## src/rtl/memory_if_pipe.sv

```systemverilog
// Pipelined bus slave front-end for one synchronous single-port SRAM macro.
// Optional perf counters (rd/wr/err) are built when MEMORY_IF_PIPE_PERF_EN is defined.
module memory_if_pipe #(
  parameter int DWidth    = 32,
  parameter int AWidth    = 32,
  parameter int Depth     = 1024,
  parameter int RdLatency = 1
) (
  input  logic                     clk_i,
  input  logic                     rst_i,
  input  logic                     sel_i,
  input  logic [1:0]               trans_i,
  input  logic                     ready_i,
  input  logic                     write_i,
  input  logic [1:0]               size_i,
  input  logic [AWidth-1:0]        addr_i,
  input  logic [DWidth-1:0]        wdata_i,
  input  logic [DWidth-1:0]        rdata_i,
  output logic                     cen_o,
  output logic                     wen_o,
  output logic [DWidth/8-1:0]      ben_o,
  output logic [$clog2(Depth)-1:0] addr_o,
  output logic [DWidth-1:0]        wdata_o,
  output logic [DWidth-1:0]        rdata_o,
  output logic                     resp_o,
  output logic                     ready_o
`ifdef MEMORY_IF_PIPE_PERF_EN
  ,
  input  logic                     cnt_clr_i,
  output logic [15:0]              rd_cnt_o,
  output logic [15:0]              wr_cnt_o,
  output logic [15:0]              err_cnt_o
`endif
);

  localparam int BenW  = DWidth / 8;
  localparam int LaneW = $clog2(BenW);
  localparam int IdxW  = $clog2(Depth);
  localparam logic [1:0]        LatLoad = 2'(RdLatency - 1);
  localparam logic [1:0]        MaxSize = 2'(LaneW);
  localparam logic [AWidth-1:0] DepthA  = AWidth'(Depth);

  typedef enum logic [2:0] {StIdle, StRead, StWrite, StRdPend, StErr1, StErr2} state_t;

  state_t            r_state, w_state_next, w_new_state;
  logic [1:0]        r_cnt, w_cnt_next;
  // Holds the write address during its data phase, or a read parked behind that write.
  logic [IdxW-1:0]   r_idx;
  logic [LaneW-1:0]  r_lane;
  logic [1:0]        r_size;

  logic [AWidth-1:0] w_word;
  logic              w_misalign, w_err, w_open, w_accept;
  logic              w_acc_rd, w_acc_wr, w_acc_err;
  logic [BenW-1:0]   w_ben_base;

  assign w_word = addr_i >> LaneW;

  always_comb begin
    case (size_i)
      2'd0:    w_misalign = 1'b0;
      2'd1:    w_misalign = addr_i[0];
      2'd2:    w_misalign = |addr_i[1:0];
      default: w_misalign = |addr_i[2:0];
    endcase
  end

  assign w_err     = (w_word >= DepthA) | (size_i > MaxSize) | w_misalign;
  assign w_open    = (r_state == StIdle) | (r_state == StErr2) | (r_state == StWrite) |
                     ((r_state == StRead) & (r_cnt == 2'd0));
  assign w_accept  = sel_i & ready_i & trans_i[1] & w_open & ~rst_i;
  assign w_acc_rd  = w_accept & ~w_err & ~write_i;
  assign w_acc_wr  = w_accept & ~w_err & write_i;
  assign w_acc_err = w_accept & w_err;

  assign w_new_state = w_acc_err ? StErr1 : w_acc_rd ? StRead : w_acc_wr ? StWrite : StIdle;

  always_ff @(posedge clk_i) begin
    if (rst_i) begin
      r_state <= StIdle;
      r_cnt   <= 2'd0;
      r_idx   <= '0;
      r_lane  <= '0;
      r_size  <= 2'd0;
    end else begin
      r_state <= w_state_next;
      r_cnt   <= w_cnt_next;
      if (w_acc_wr || (w_acc_rd && r_state == StWrite)) begin
        r_idx  <= w_word[IdxW-1:0];
        r_lane <= addr_i[LaneW-1:0];
        r_size <= size_i;
      end
    end
  end

  always_comb begin
    w_state_next = r_state;
    w_cnt_next   = r_cnt;
    case (r_state)
      StIdle, StErr2: begin
        w_state_next = w_new_state;
        if (w_acc_rd) w_cnt_next = LatLoad;
      end
      StRead: begin
        if (r_cnt != 2'd0) begin
          w_cnt_next = r_cnt - 2'd1;
        end else begin
          w_state_next = w_new_state;
          if (w_acc_rd) w_cnt_next = LatLoad;
        end
      end
      StWrite:  w_state_next = w_acc_rd ? StRdPend : w_new_state;
      StRdPend: begin
        w_state_next = StRead;
        w_cnt_next   = LatLoad;
      end
      StErr1:   w_state_next = StErr2;
      default:  w_state_next = StIdle;
    endcase
  end

  always_comb begin
    case (r_size)
      2'd0:    w_ben_base = BenW'(1);
      2'd1:    w_ben_base = BenW'(3);
      2'd2:    w_ben_base = BenW'(15);
      default: w_ben_base = '1;
    endcase
  end

  always_comb begin
    cen_o   = 1'b0;
    wen_o   = 1'b0;
    ben_o   = '0;
    addr_o  = '0;
    rdata_o = '0;
    resp_o  = 1'b0;
    ready_o = 1'b1;
    if (!rst_i) begin
      case (r_state)
        StIdle, StErr2: begin
          resp_o = (r_state == StErr2);
          if (w_acc_rd) begin
            cen_o  = 1'b1;
            addr_o = w_word[IdxW-1:0];
          end
        end
        StRead: begin
          ready_o = (r_cnt == 2'd0);
          rdata_o = rdata_i;
          if (w_acc_rd) begin
            cen_o  = 1'b1;
            addr_o = w_word[IdxW-1:0];
          end
        end
        StWrite: begin
          cen_o  = 1'b1;
          wen_o  = 1'b1;
          ben_o  = w_ben_base << r_lane;
          addr_o = r_idx;
        end
        StRdPend: begin
          ready_o = 1'b0;
          cen_o   = 1'b1;
          addr_o  = r_idx;
        end
        StErr1: begin
          resp_o  = 1'b1;
          ready_o = 1'b0;
        end
        default: ready_o = 1'b1;
      endcase
    end
  end

  // Lanes are placed by the master, so write data goes through untouched.
  assign wdata_o = wdata_i;

`ifdef MEMORY_IF_PIPE_PERF_EN
  logic [2:0]  w_perf_inc;
  logic [15:0] w_perf_cnt [3];

  assign w_perf_inc = {w_acc_err, w_acc_wr, w_acc_rd};

  for (genvar gi = 0; gi < 3; gi++) begin : g_perf
    logic [15:0] r_perf;
    always_ff @(posedge clk_i) begin
      if (rst_i || cnt_clr_i) begin
        r_perf <= 16'd0;
      end else if (w_perf_inc[gi] && r_perf != 16'hFFFF) begin
        r_perf <= r_perf + 16'd1;
      end
    end
    assign w_perf_cnt[gi] = r_perf;
  end

  assign rd_cnt_o  = w_perf_cnt[0];
  assign wr_cnt_o  = w_perf_cnt[1];
  assign err_cnt_o = w_perf_cnt[2];
`endif

endmodule

```

## config.mk

```make
export PLATFORM = sky130hd
export DESIGN_NAME = memory_if_pipe
export DESIGN_NICKNAME = d
export VERILOG_FILES = /design/src/rtl/memory_if_pipe.sv
export SDC_FILE = /design/constraint.sdc
export NUM_CORES = 1
export LEC_CHECK = 0
export CORE_MARGIN = 10
export CORE_UTILIZATION = 30
export DETAILED_ROUTE_END_ITERATION = 12
export PLACE_DENSITY = 0.89
export SLEW_MARGIN = 20
export SYNTH_ARGS = -nofsm -noshare
export SYNTH_HDL_FRONTEND = slang
export SYNTH_SLANG_ARGS = --single-unit
```

## constraint.sdc

```tcl
create_clock -name clk_i -period 4.06 [get_ports clk_i]
set_input_delay 1.015 -clock clk_i [delete_from_list [all_inputs] [get_ports clk_i]]
set_output_delay 1.015 -clock clk_i [all_outputs]
set_load 0.01 [all_outputs]
```

==> results of run 1 <==
-- worst paths after layout --
path,startpoint,to,slack [ns],cells after the start
hold reg to reg,r_idx[4],r_idx[4],0.46,2
hold / removal,r_idx[4],r_idx[4],0.46,2
setup / recovery,addr_i[12],addr_o[7],0.1,7
setup reg to reg,r_state[2],r_idx[7],2.11,6
-- what timing repair did --
item | in CTS | in global routing
endpoints found under the hold margin | 0 | 0
pin swaps | 0 | 0
gates resized for setup | 14 | 16
setup endpoints to repair | 11 | 10
-- flip-flops by register name, indices dropped and copies added (netlist names) --
signal / count
r_size: 2
r_idx: 10
r_lane: 2
r_cnt: 2
r_state: 3
-- cells in the final DEF, fill, tap and decap left out, types with 4 or more instances in the layout --
| master | instances |
|---|---|
| sky130_fd_sc_hd__and3_1 | 32 |
| sky130_fd_sc_hd__buf_4 | 13 |
| sky130_fd_sc_hd__clkdlybuf4s50_1 | 110 |
| sky130_fd_sc_hd__dfxtp_1 | 19 |
| sky130_fd_sc_hd__inv_1 | 5 |
| sky130_fd_sc_hd__mux2i_1 | 14 |
| sky130_fd_sc_hd__nand2_1 | 41 |
| sky130_fd_sc_hd__nand3_1 | 12 |
| sky130_fd_sc_hd__o21ai_0 | 10 |
| sky130_fd_sc_hd__o21ai_1 | 4 |
-- report_power, final --
part	switching, mW	total (mW)	internal, mW
Sequential	0.000924	0.188	0.187
Combinational	0.0354	0.112	0.0766
Clock	0.0596	0.129	0.0695
Total	0.0959	0.429	0.333
-- metal layers --
layer | routed length, um | part of all wire, % | vias up | GRT usage [%]
met2 | 3110 | 49 | 95 | 22.7
met5 | 0 | 0 | - | 0
met3 | 996 | 16 | 4 | 9.91
met4 | 45 | 0.71 | 0 | 2.28
li1 | - | - | 935 | -
met1 | 2180 | 34 | 790 | 13.5
-- synth_stat cells (all sizes together) --
cell and n:
nand4 1, and3 32, clkbuf 16, mux2 1, o21ai 14, nand2b 2
a211o 1, inv 5, nor3b 2, buf 33, o31ai 1, nor3 3
and2 1, o21bai 1, nor4 3, or2 1, nand3 13, nor2 4
nand2 41, mux2i 14, o21a 2, a211oi 4, nor2b 3, a21boi 1
and4 1, nand4b 1, or4 2, dfxtp 19, o2111ai 1, a41o 1
a21oi 3, o21ba 1
-- kinds of logic after synthesis --
kind of cell	Yosys count	synth area share (%)
multiplexers	15	9.14
buffers and inverters	54	19.9
flip-flops	19	23.0
AO/OA/AOI/OAI	30	13.6
AND/OR/NAND/NOR	110	34.4
-- critical path, delay by kind of cell --
| kind | cells | cell delay, ns |
|---|---|---|
| compound gates | 2 | 0.40 |
| simple gates | 2 | 0.68 |
| buf+inv | 3 | 0.85 |
-- metrics by stage --
step	TNS [ns]	area (sq um)	hold WS, ns	std cells	total power [mW]
finish	0	2790	0.462	388	0.429
global route	-0.0243	2790	0.490	388	0.450
CTS	0	2790	0.464	388	0.434
detailed placement	-2.55	2750	0.454	384	0.305
global placement	-2.34	2750	0.445	384	0.303
floorplan	0	1660	0.438	228	0.250
-- cell type report --
| cell class | instances | area [sq um] | area share, % |
|---|---|---|---|
| inverter | 5 | 18.8 | 0.674 |
| multi-input combinational | 155 | 953 | 34.2 |
| timing repair buffer | 135 | 1300 | 46.7 |
| clock buffer | 4 | 45.0 | 1.62 |
| sequential | 19 | 380 | 13.7 |
| tap | 70 | 87.6 | 3.14 |
==> results.txt, run 1 <==
- For this block, the initial DRC count from the detailed router was 66.
- Measured along the x axis, the die boundary spans 94.3 um.
- Post-CTS setup buffers: 0
* LEAKAGE: 1.24 nW
- The worst pin sits at a relative slew slack of 56.5%.
- Average instance area after synthesis: 7.27 sq um
- The clock passes through at most 2 buffers.
* Element type at the critical path start: input port
* Crit Path Max Fanout: 11
- Final period demand of the worst path: 3.96 ns
- Synthesized netlist net count: 333
- The synthesized design contains 19 register bits.
* Overflow left after global routing: 0
- Number of fill cells: 520
- Worst clock skew on the final layout: 0.00776 ns
- Number of nets at the end of the flow: 424
- Row Count: 26
- Clock root buffer: sky130_fd_sc_hd__clkbuf_8
- Pin placement for this block handled 187 I/O pins.
- Cell types with the largest area share after synthesis: sky130_fd_sc_hd__dfxtp_1 (23%), sky130_fd_sc_hd__buf_4 (15%), sky130_fd_sc_hd__and3_1 (12%)
- Once detailed placement completed, the half-perimeter wirelength came to 5430 um.
- The slowest stage of the critical path belongs to the cell sky130_fd_sc_hd__or4_4.
- Peak supply drop: 0.132 mV
* Post-cts hold buffer count: 0
- Power density of the placed cells: 154 nW/um^2
- Max Cap Viol: 0
- In this run the standard cell core region covers 5240 sq um.
- The pre-antenna-repair detailed-routing pass consisted of 6 iterations.
- For this run, the total global-route usage over all layers was measured as 13.6%.
- TritonCTS built the clock tree.
- Post-Synthesis Cell Area: 1660 sq um
* Proportion of layout cells with a drive suffix above 1: 9.43%
- The clock net in this run drives a total of 19 sinks.
- In the routed layout, each cell is associated on average with a via count of 4.70.
- The worst setup path is of the input port to output port kind.
* CTS clock-pin slew for the worst setup and hold paths: 0.07 ns
* Final Worst Setup Slack: 0.0973 ns
- In this run the remaining antenna-violating nets after routing total 0.
* Number of buffers inserted during clock tree synthesis: 3
* Post-Place Setup Slack: -0.311 ns
* Number of remaining DRC errors: 0
- CTS built an H-tree with a depth of 1.
- Number of buffer cells added on primary ports: 121
- Yosys mapped the design onto 37 distinct sky130hd cell types.
* Cell chain of the critical path: clkdlybuf4s50_1 > or4_4 > a211oi_4 > nand3_2 > buf_6 > o21ai_0 > clkdlybuf4s15_1
- DR WL/cell: 16.3 um
- In this design, the stage delay of the slowest critical-path cell is 0.55 ns.
* Sequential fraction of the synthesis area: 23.0%
- Vias in the first global route: 1874
- Count of mapped cells out of synthesis: 228
- Share of Yosys cell area claimed by the top area cell type: 23.0%
- Slew @ Worst Pin: 0.652 ns
- Entering global routing, the biggest net connects 37 pins.
- DIE AREA: 8890 sq um
- Hold Crit Class: flip-flop to flip-flop
* Source-to-sink clock delay at the later pin of the worst-skew pair: 0.25 ns
* Crit. End Element: output port
* Result of the run: finished clean
* Slew Viols, Final: 0
- The routed layout has 1824 vias.
* Final Hold Fails: 0
* Final Util: 53.2%
* Share of the clock period used by the worst path after layout: 97.6%
* Global-route wire length before repair: 9740 um
- Number of inserted diodes: 0
* Layout Area Growth over Synthesis: 68.2%
- Setup violations remaining at the end of the flow were counted as 0.
* Maximum frequency from static timing analysis: 252 MHz
* Initial antenna violation count: 0
- Required arrival time at the worst endpoint: 3.04 ns
* Critical Path AT: 2.95 ns
- Initial core utilization: 31.6%
- The synthesized design spends more area on one cell type than any other, namely sky130_fd_sc_hd__dfxtp_1.
- Final routed wirelength across all metal layers: 6330 um
- Placer congestion estimate: 0.747
* Total of warnings raised by yosys: 0
- Height of the die: 94.3 um
No activity file was read; power rests on OpenSTA's default activity.
==> run 2: changes to the inputs <==
--- a/config.mk
+++ b/config.mk
@@ -5,10 +5,12 @@
 export SDC_FILE = /design/constraint.sdc
 export NUM_CORES = 1
 export LEC_CHECK = 0
-export CORE_MARGIN = 10
-export CORE_UTILIZATION = 30
+export CORE_AREA = 10 10 63 65
+export CTS_CLUSTER_SIZE = 30
 export DETAILED_ROUTE_END_ITERATION = 12
-export PLACE_DENSITY = 0.89
+export DIE_AREA = 0 0 73 75
+export DONT_BUFFER_PORTS = 1
+export PLACE_DENSITY = 0.78
 export SLEW_MARGIN = 20
 export SYNTH_ARGS = -nofsm -noshare
 export SYNTH_HDL_FRONTEND = slang
==> results.txt, run 2 (synthesized netlist as in run 1, its figures left out) <==
* Source-to-sink clock delay at the later pin of the worst-skew pair: 0.30 ns (+0.05 ns)
- The data required time at the worst endpoint is 3.04 ns (about the same).
- Number of buffer cells added on primary ports: 0 (-100%)
* Maximum clock insertion buffer count: 2 (unchanged)
* Slew Viols, Final: 0 (unchanged)
- Kind of critical path: input port to output port
- LEAKAGE: 0.716 nW (-42%)
- Peak supply drop: 0.191 mV (+45%)
- Leading registers by flop count: r_idx: 10 flops, r_state: 3 flops
* Slew @ Worst Pin: 0.719 ns (+0.0675 ns)
- The initial cell density of the core is 61.1% (+29 points).
* Maximum number of pins on one net before global-route repair: 36 (-2.7%)
- The worst-case register-to-register setup slack is 2.02 ns (-0.09 ns).
* Worst slew margin: 51.9% (-4.7 points)
- RSZ-0062 raised after global routing: no
- Final routed wirelength across all metal layers: 5160 um (-19%)
- In this run the critical register-to-register path is captured at r_cnt[1].
- Share of the clock period used by the worst path after layout: 91.3% (-6.3 points)
* Number of buffers inserted during clock tree synthesis: 3 (unchanged)
- The layout net count came to 295 (-30%).
- Area taken by multi-input logic gates: 948 sq um (-0.52%)
* DR WL/cell: 23.4 um (+44%)
* Die outline width: 73 um (-23%)
* Power density of the placed cells: 217 nW/um^2 (+41%)
- The ratio of cells with drive above 1 in the final layout came to 8.99% (-0.44 points).
- Hold Crit Class: flip-flop to flip-flop
- The minimum hold slack is 0.470 ns (+0.00791 ns).
- Overflow left after global routing: 0 (unchanged)
- The CTS clock-pin slew for the worst setup and hold paths came to 0.11 ns (+0.04 ns).
- The remaining antenna violation count after routing came to 0 (unchanged).
* Beginning of the worst hold path: r_idx[5]
- The count of hold-fix buffers inserted at cts came to 0 (unchanged).
* Worst clock skew on the final layout: 0.00167 ns (-0.00609 ns)
- The vertical die dimension came to 75 um (-20%).
* DIE AREA: 5480 sq um (-38%)
- The hold-critical path depth came to 2 (unchanged).
* Number of flip-flops under the largest register name: 10 (unchanged)
* Quantity of gates resized following cts: 0 (-14)
* Clock tree from TritonCTS: done
- The core footprint is 2710 sq um (-48%).
- The clock sink total was 19 (unchanged).
- The buffer count from post-CTS setup fixing came to 0 (unchanged).
- The number of rows in the core area was 19 (-27%).
- Final period demand of the worst path: 3.71 ns (-0.254 ns)
* Number of remaining DRC errors: 0 (unchanged)
- STA classifies the critical path endpoint as an output port.
- For hold timing, the worst endpoint is r_idx[5].
- The tree is rooted in a sky130_fd_sc_hd__clkbuf_4.
* R2R cell count: 4 (-2)
- Layout Area Growth over Synthesis: -12.0%
- Critical Path AT: 2.69 ns (-0.26 ns)
* Top library cells by usage in the layout, fill and taps aside: sky130_fd_sc_hd__nand2_1 (41), sky130_fd_sc_hd__and3_1 (32), sky130_fd_sc_hd__dfxtp_1 (19)
* Max Cap Viol: 0 (unchanged)
* Number of failing setup endpoints in the final timing report: 0 (unchanged)
- Initial antenna violation count: 0 (unchanged)
- The worst register-to-register path begins at r_state[0].
- The flow ran to the end, and the final reports show no timing, DRC or antenna violations.
- The number of global-route vias before repair was 1370 (-27%).
- The first-pass GRT wire length is 7540 um (-23%).
* Iter 0 DRT Violations: 103 (+56%)
- Most frequent standard cell in the layout excluding fill and tap cells: sky130_fd_sc_hd__nand2_1
* Element type at the critical path start: input port
* Number of inserted diodes: 0 (unchanged)
* Largest register by flop count: r_idx
- The overall via count from detail_route is 1422 (-22%).
- Sum Neg Setup Slack: 0 ns (unchanged)
- The count of final hold-check violations came to 0 (unchanged).
- The post-route total power came to 0.317 mW (-26%).
- The overall track demand over capacity in global routing was 16.9% (+3.4 points).
- Register area: 380 sq um (unchanged)
* Number of H-tree levels: 1 (unchanged)
* Maximum frequency from static timing analysis: 270 MHz (+6.9%)
- The largest driver fanout on the critical path was 12 (+1).
* HPWL after detailed placement: 4350 um (-20%)
* Number of fill cells: 247 (-53%)
- Placer congestion estimate: 0.769 (+2.9%)
- The routed via count divided by cell count was 6.46 (+37%).
* First-pass iteration count of the detailed router: 4 (-2)
- Top-level port count: 187 (unchanged)
run 2: critical path: stages:
cell and delay (ns):
sky130_fd_sc_hd__or4_4 0.53, sky130_fd_sc_hd__a211oi_4 0.24, sky130_fd_sc_hd__nand3_1 0.35, sky130_fd_sc_hd__o21ai_0 0.37, sky130_fd_sc_hd__buf_4 0.18
run 2: power breakdown:
| part | leakage, nW | internal [mW] | total (mW) | switching (mW) |
|---|---|---|---|---|
| clock network | 0.0150 | 0.0383 | 0.0981 | 0.0598 |
| logic | 0.548 | 0.0100 | 0.0307 | 0.0206 |
| registers | 0.153 | 0.187 | 0.188 | 0.000911 |
| total | 0.716 | 0.235 | 0.317 | 0.0814 |
run 2: how the worst max path moves through the flow:
stage	startpoint	endpoint	slack, ns	cells past startpoint
2_1_floorplan	addr_i[12]	addr_o[1]	0.52	5
3_3_place_gp	addr_i[12]	addr_o[0]	0.37	4
3_5_place_dp	addr_i[12]	addr_o[0]	0.35	4
4_1_cts	addr_i[12]	addr_o[0]	0.34	4
5_1_grt	addr_i[17]	addr_o[0]	0.18	4
6_report	addr_i[12]	addr_o[9]	0.35	5
run 2: through the flow:
stage	setup WS, ns	cell area (sq um)	instances	util (%)
global placement	0.366	1430	216	52.8
floorplan	0.518	1660	228	-
detailed placement	0.346	1430	216	52.8
CTS	0.341	1460	220	53.8
global route	0.184	1460	220	53.8
finish	0.352	1460	220	53.8
run 2: cell type report:
type                            count  share of cell area, %
Clock buffer                        4                   1.80
Inverter                            5                   1.29
Multi-Input combinational cell    155                   65.1
Sequential cell                    19                   26.1
Tap cell                           31                   2.66
Timing Repair Buffer                6                   3.09
run 2: metal layers:
layer | part of all wire [%] | track usage [%] | vias up
li1 | - | - | 674
met1 | 33 | 16.2 | 634
met2 | 51 | 28.9 | 96
met3 | 14 | 10.1 | 18
met4 | 2.3 | 7.17 | 0
met5 | 0 | 0 | -
